--- config.mk ---
export PLATFORM = sky130hd
export DESIGN_NAME = vx_mem_access_stage
export DESIGN_NICKNAME = d
export VERILOG_FILES = /design/src/rtl/vx_mem_access_stage.sv
export SDC_FILE = /design/constraint.sdc
export NUM_CORES = 1
export LEC_CHECK = 0
export CAP_MARGIN = 10
export CORE_AREA = 2 2 285 287
export CTS_CLUSTER_SIZE = 10
export DETAILED_ROUTE_END_ITERATION = 8
export DIE_AREA = 0 0 287 289
export GPL_TIMING_DRIVEN = 0
export PLACE_DENSITY = 0.46
export SLEW_MARGIN = 20
export SYNTH_ARGS = -nofsm -noshare
export SYNTH_HDL_FRONTEND = slang
export SYNTH_SLANG_ARGS = --single-unit
--- constraint.sdc ---
create_clock -name clk -period 3.5 [get_ports clk]
set_input_delay 0.7 -clock clk [delete_from_list [all_inputs] [get_ports clk]]
set_output_delay 0.7 -clock clk [all_outputs]
set_load 0.05 [all_outputs]
--- src/rtl/vx_mem_access_stage.sv ---
// SIMT memory stage: serialises per-lane loads/stores to the dcache
// ports: ex/mem bundle in, mem/wb bundle out, dcache req/rsp, freeze
module vx_mem_access_stage #(
  parameter int NT = 4,
  parameter int NW = 8,
  parameter int WW = $clog2(NW)
) (
  input  logic             clk,
  input  logic             reset,
  input  logic [NT*32-1:0] in_alu_result,
  input  logic [NT*32-1:0] in_rs2_data,
  input  logic [2:0]       in_mem_read,
  input  logic [2:0]       in_mem_write,
  input  logic [4:0]       in_rd,
  input  logic [4:0]       in_rs1,
  input  logic [4:0]       in_rs2,
  input  logic [1:0]       in_wb,
  input  logic [31:0]      in_PC_next,
  input  logic [NT-1:0]    in_valid,
  input  logic [WW-1:0]    in_warp_num,
  input  logic             in_freeze,
  output logic             dcache_req_valid,
  input  logic             dcache_req_ready,
  output logic [31:0]      dcache_req_addr,
  output logic             dcache_req_we,
  output logic [3:0]       dcache_req_byteen,
  output logic [31:0]      dcache_req_wdata,
  input  logic             dcache_rsp_valid,
  input  logic [31:0]      dcache_rsp_data,
  output logic [NT*32-1:0] out_alu_result,
  output logic [4:0]       out_rd,
  output logic [1:0]       out_wb,
  output logic [4:0]       out_rs1,
  output logic [4:0]       out_rs2,
  output logic [31:0]      out_PC_next,
  output logic [NT-1:0]    out_valid,
  output logic [WW-1:0]    out_warp_num,
  output logic [NT*32-1:0] out_mem_result,
  output logic             out_freeze
);

  localparam int LW = (NT > 1) ? $clog2(NT) : 1;

  typedef enum logic [1:0] {
    IDLE, REQ, WAIT, DONE
  } state_t;

  state_t           state;
  logic [NT-1:0]    remaining;
  logic [NT*32-1:0] mem_result_q;

  logic          is_load;
  logic          is_store;
  logic          memop;
  logic          start;
  logic [LW-1:0] lane;
  logic [NT-1:0] rem_next;
  logic [31:0]   addr;
  logic [31:0]   sdata;
  logic [31:0]   byte_sh;
  logic [31:0]   half_sh;
  logic [31:0]   ld_data;

  assign is_load  = in_mem_read != 3'd7;
  assign is_store = !is_load && (in_mem_write != 3'd7);
  assign memop    = is_load || is_store;
  assign start    = memop && (|in_valid);

  // lowest set bit of remaining selects the lane being served
  always_comb begin
    lane = '0;
    for (int i = NT - 1; i >= 0; i--)
      if (remaining[i]) lane = i[LW-1:0];
  end

  // clears the lowest set bit, i.e. the current lane
  assign rem_next = remaining & (remaining - 1'b1);

  assign addr  = in_alu_result[lane*32 +: 32];
  assign sdata = in_rs2_data[lane*32 +: 32];

  always_comb begin
    dcache_req_valid  = 1'b0;
    dcache_req_addr   = '0;
    dcache_req_we     = 1'b0;
    dcache_req_byteen = '0;
    dcache_req_wdata  = '0;
    if (state == REQ) begin
      dcache_req_valid = 1'b1;
      dcache_req_addr  = {addr[31:2], 2'b00};
      if (is_load) begin
        dcache_req_byteen = 4'hf;
      end else begin
        dcache_req_we = 1'b1;
        unique case (1'b1)
          in_mem_write == 3'd0: begin
            dcache_req_wdata  = {4{sdata[7:0]}};
            dcache_req_byteen = 4'b0001 << addr[1:0];
          end
          in_mem_write == 3'd1: begin
            dcache_req_wdata  = {2{sdata[15:0]}};
            dcache_req_byteen = addr[1] ? 4'b1100
                                        : 4'b0011;
          end
          default: begin
            dcache_req_wdata  = sdata;
            dcache_req_byteen = 4'hf;
          end
        endcase
      end
    end
  end

  always_comb begin
    byte_sh = dcache_rsp_data >> {addr[1:0], 3'b000};
    half_sh = dcache_rsp_data >> {addr[1], 4'b0000};
    unique case (1'b1)
      in_mem_read == 3'd0:
        ld_data = {{24{byte_sh[7]}}, byte_sh[7:0]};
      in_mem_read == 3'd4:
        ld_data = {24'd0, byte_sh[7:0]};
      in_mem_read == 3'd1:
        ld_data = {{16{half_sh[15]}}, half_sh[15:0]};
      in_mem_read == 3'd5:
        ld_data = {16'd0, half_sh[15:0]};
      default:
        ld_data = dcache_rsp_data;
    endcase
  end

  always_ff @(posedge clk) begin
    if (reset) begin
      state        <= IDLE;
      remaining    <= '0;
      mem_result_q <= '0;
    end else begin
      case (state)
        IDLE: begin
          if (start) begin
            remaining    <= in_valid;
            mem_result_q <= '0;
            state        <= REQ;
          end
        end
        REQ: begin
          if (dcache_req_ready) begin
            if (is_load) begin
              state <= WAIT;
            end else begin
              remaining <= rem_next;
              state     <= (rem_next == '0) ? DONE : REQ;
            end
          end
        end
        WAIT: begin
          if (dcache_rsp_valid) begin
            mem_result_q[lane*32 +: 32] <= ld_data;
            remaining <= rem_next;
            state     <= (rem_next == '0) ? DONE : REQ;
          end
        end
        DONE: begin
          if (!in_freeze) state <= IDLE;
        end
        default: state <= IDLE;
      endcase
    end
  end

  assign out_freeze = in_freeze
                    | ((state == IDLE) & start)
                    | (state == REQ)
                    | (state == WAIT);

  assign out_mem_result = (state == DONE) ? mem_result_q
                                          : '0;

  assign out_alu_result = in_alu_result;
  assign out_rd         = in_rd;
  assign out_wb         = in_wb;
  assign out_rs1        = in_rs1;
  assign out_rs2        = in_rs2;
  assign out_PC_next    = in_PC_next;
  assign out_valid      = in_valid;
  assign out_warp_num   = in_warp_num;

endmodule

### After elaboration in Yosys (flattened, before gate mapping)

Cells that the tools add are included.

| operators by class | value |
|---|---|
| multiplexer cells | 33 |
| reductions and logical operators | 14 |
| shift operators | 7 |
| div/mod/pow operators | 0 |
| bitwise operators | 5 |
| $lt $le $gt $ge | 0 |
| $add $sub $neg | 2 |
| multiply operators | 0 |
| eq/ne operators | 14 |

Operators by type and width:

| cell | count |
|---|---|
| $mux W128 | 3 |
| $pmux W128 S2 | 1 |
| $shiftx A128 B8 Y32 | 2 |
| $bwmux W128 | 1 |
| $pmux W32 S4 | 1 |
| $shift A32 B34 Y128 const A | 1 |
| $shiftx A32 B34 Y128 | 1 |
| $mux W32 | 3 |
| $pmux W32 S2 | 1 |
| $neg A7 Y34 | 1 |
| $shr A32 B5 Y16 | 1 |
| $shr A32 B5 Y8 | 1 |
| $mux W4 | 7 |
| $mux W2 | 10 |
| $pmux W4 S3 | 1 |
| $ne A2 B2 Y1 const B | 5 |
| $pmux W2 S4 | 1 |
| $pmux W4 S2 | 1 |
| $eq A3 B1 Y1 const B | 2 |
| $eq A3 B3 Y1 const B | 2 |
| $logic_not A3 Y1 | 2 |
| $ne A3 B3 Y1 const B | 2 |
| $reduce_and A5 Y1 | 1 |
| $and A4 B4 Y4 | 1 |
| 17 further kinds | 23 |

| storage, ports and cells | value |
|---|---|
| memories | 0 |
| latch bits | 0 |
| memory bits (writable) | 0 |
| ROM bits | 0 |
| logic and storage cells | 78 |
| flip-flop bits (word level) | 134 |

### Depth between registers and ports, before layout

| depth | value |
|---|---|
| word-level depth | 11 |
| depth in mapped cells | 15 |
| mapped depth without buffers | 10 |

### Worst setup path after synthesis

Ideal clock, no wire load.

| timing path | value |
|---|---|
| path kind | reg2out |
| from | register remaining[3] |
| to | output port dcache_req_wdata[31] |
| slack | -18 ps |
| required time | 2800 ps |
| arrival | 2818 ps |
| cell stages (with the launch flop) | 10 |
| path buffers | 3 |
| cell sequence | dfxtp_1 buf_2 nor2b_1 o21ba_2 buf_2 buf_2 mux2i_1 o21ai_0 mux2i_1 a211oi_1 |

| on the way | value |
|---|---|
| longest elaborated chain between the ends | 8 |

RTL lines:

| item | line | RTL |
|---|---|---|
| from (decl) | 49 | `logic [NT-1:0] remaining;` |
| from (signal assigned) | 140 | `remaining <= in_valid;` |
| from (signal assigned) | 150 | `remaining <= rem_next;` |
| from (signal assigned) | 158 | `remaining <= rem_next;` |
| $mux W2 (4 in series) | 73 | `if (remaining[i]) lane = i[LW-1:0];` |
| $shiftx A128 B8 Y32 | 80 | `assign sdata = in_rs2_data[lane*32 +: 32];` |
| $pmux W32 S2 | 95 | `unique case (1'b1)` |
| $mux W32 | 91 | `if (is_load) begin` |
| $mux W32 | 88 | `if (state == REQ) begin` |
| to (decl) | 27 | `output logic [31:0] dcache_req_wdata,` |

Every way passes these cells.

### Worst setup path in the final report

| timing path | value |
|---|---|
| from | input port in_alu_result[0] |
| to | output port dcache_req_byteen[1] |

| on the way | value |
|---|---|
| longest elaborated chain between the ends | 5 |

RTL lines:

| item | line | RTL |
|---|---|---|
| from (decl) | 10 | `input logic [NT*32-1:0] in_alu_result,` |
| $shiftx A128 B8 Y32 | 79 | `assign addr = in_alu_result[lane*32 +: 32];` |
| $shl A1 B2 Y4 | 98 | `dcache_req_byteen = 4'b0001 << addr[1:0];` |
| $pmux W4 S2 | 95 |  |
| $mux W4 | 91 |  |
| $mux W4 | 88 |  |
| to (decl) | 26 | `output logic [3:0] dcache_req_byteen,` |

Every way passes these cells.

==> results.toml <==
[run_status]
status = "complete, no violations"

[clock_network]
clock_latency_ns = 0.44
hold_buffers = 0
tritoncts = "built"
clk_pin_slew_ns = 0.06
clock-sinks = 134
ctsRootBufferMaster = "clkbuf_16"
h-tree-depth = 4
cts_buffers = 17
clock_path_buffers = 2

[min_path]
hold_end = "mem_result_q[16]"
hold-path-cell-count = 2
min_from = "mem_result_q[16]"
hold_path.class = "flop to flop"

[setup_path]
r2r_setup_slack_ns = 0.21
r2r-start = "remaining[1]"
arrival_ns = 2.77
start_kind = "input pin"
r2r-end = "mem_result_q[14]"
end_kind = "output pin"
cp_max_fo = 5
r2r_cells = 11
crit_required_ns = 2.80
critPathKind = "input pin to output pin"

[logic_synthesis]
synth_cell_types = 62
synth_top_area_share_pct = 25.6
ys_seq_area_share_pct = 25.6
ys_warn_count = 0
ys_ff_latch = 134
synth.avg_cell_area_um2 = 7.67
netlist_area_um2 = 10500
synth_commonest_cells = "278 x nand2_1, 189 x buf_4, 167 x and2_1, 134 x dfxtp_1, 65 x nand3_1"
synth.top_cells.by_area = "dfxtp_1 26%, buf_4 14%, and2_1 10%"
async_flop_share_pct = 0
synth_enable_flop_cells = 0
synth.most_common_cell = "nand2_1"
synth-main-ff-cell = "dfxtp_1"
syn_inst = 1364
post-synth-top-area-cell = "dfxtp_1"

[route]
vias = 12800
routed_wl_um = 85500
drt_iter0_drc = 825
drc = 0
firstDrtPassIters = 7
antenna_left = 0
wire_per_inst_um = 27.1
vias_per_cell = 4.07

[final_layout]
drive_gt1_share_pct = 22.2
fin_area_um2 = 19500
stdcell_count = 3155
synthToLayoutAreaGrowth_pct = 86.3
nets = 2437

[placement]
hpwl_um = 76100
post-place-ws_ns = -1.26
dp.cells = 3106
postPlaceCellArea_um2 = 18600
numPortBuffers = 681
place_congestion = 1.02

[sta]
min_period_ns = 3.47
hold_violations = 0
skew_ns = 0.0132
max_freq_mhz = 288
min_period_over_period_pct = 99.3
fin_ws_ns = 0.0257
relSlewSlack_pct = 48.0
worstMarginPinSlew_ns = 0.777
rsz0062_at_grt = "yes"
setup_viol = 0
drv_slew = 0
hold_slack_ns = 0.441

[pwr]
peakVddDrop_mv = 0.352
finalPower_w = 0.0108
power.leakage_nw = 8.05
cellPowerDensity_nw_per_um2 = 555

[die]
chipWidth_um = 287
core_area_um2 = 79900
num_io_pins = 738
die-area_um2 = 82900
start_util_pct = 13.1
rows = 104
die-height_um = 289

[global_route]
grt_antenna_before_repair = 18
grt_use_total_pct = 19.8
grt_pass1_vias = 13100
grt.overflow.total = 0
grt_start_max_net_pins = 17
grt_pass1_wl_um = 112000

[job]
maxCapViolations = 0
## through the flow
stage | util [%] | TNS (ns)
CTS | 24.2 | -0.0186
global placement | 23.3 | -119.73
detailed placement | 23.3 | -128.26
global route | 24.4 | -0.264
finish | 24.4 | 0
floorplan | - | 0
## layout make-up
class	instances	area (µm²)
diodes	10	25.0
well taps	1060	1330
multi-input cells	919	6030
fillers	8952	60400
clock buffers	18	439
clock inverters	14	164
plain buffers	281	2080
flip-flops and latches	134	2690
repair buffers	691	6630
inverters	28	110
## cells in the final DEF, fill, tap and decap left out, drive strengths merged, types with 13 or more instances in the layout
| cell | netlist | routed |
|---|---|---|
| nor2 | 13 | 13 |
| nand2 | 278 | 278 |
| dfxtp | 134 | 134 |
| nand3 | 67 | 67 |
| dlygate4sd2 | 0 | 106 |
| mux4 | 30 | 30 |
| buf | 228 | 280 |
| clkbuf | 56 | 85 |
| mux2i | 34 | 34 |
| clkdlybuf4s50 | 0 | 490 |
| o21ai | 119 | 119 |
| a221o | 29 | 29 |
| nor3 | 14 | 14 |
| and2 | 167 | 167 |
| a21oi | 51 | 51 |
| inv | 28 | 35 |
| clkdlybuf4s15 | 0 | 29 |
## critical path, stage by stage
cell and delay [ns]:
clkdlybuf4s50_1 0.54, inv_1 0.10, a221oi_4 0.42, and2_2 0.33, o21ai_0 0.13, a31oi_2 0.28
buf_4 0.26
## state kept, by name (all words and copies together) (netlist names)
register	count
state	2
remaining	4
mem_result_q	128
## what timing repair did
action	4_1_cts	5_1_grt
pin swaps	6	3
setup endpoints to repair	324	160
buffers inserted	4	4
cloned	0	2
resized for setup	546	81
## power by group
| part | total (W) | switching, W | internal (W) |
|---|---|---|---|
| Combinational | 0.00735 | 0.00469 | 0.00266 |
| Sequential | 0.00159 | 0.0000354 | 0.00156 |
| Clock | 0.00188 | 0.000792 | 0.00109 |
## layer usage
layer	GRT usage, %	share of wire, %	routed length (µm)	vias up
met1	24.9	42	36200	6279
met2	34.9	50	42400	582
li1	-	-	-	5906
met4	3.55	1.5	1270	8
met3	4.02	6.5	5560	73
met5	0	0.066	56	-
## worst max path at each step
stage,to,cells past startpoint,start,slack (ns)
global placement,dcache_req_wdata[20],13,remaining[2],-1.30
global route,dcache_req_byteen[0],8,in_alu_result[0],-0.07
detailed placement,dcache_req_wdata[20],13,remaining[2],-1.26
finish,dcache_req_byteen[1],7,in_alu_result[0],0.03
CTS,dcache_req_wdata[15],9,remaining[3],-0.01
floorplan,dcache_req_wdata[24],12,remaining[3],0.21
## logic make-up after synthesis
family          after synthesis  share of synthesized area (%)
flops                       134                           25.6
simple gates                573                           27.1
mux                          65                           9.82
buf+inv                     312                           19.1
compound gates              269                           17.1
other cells                   1                         0.0358
fa+ha+maj                    10                           1.20
(Power assumes the default switching activity.)
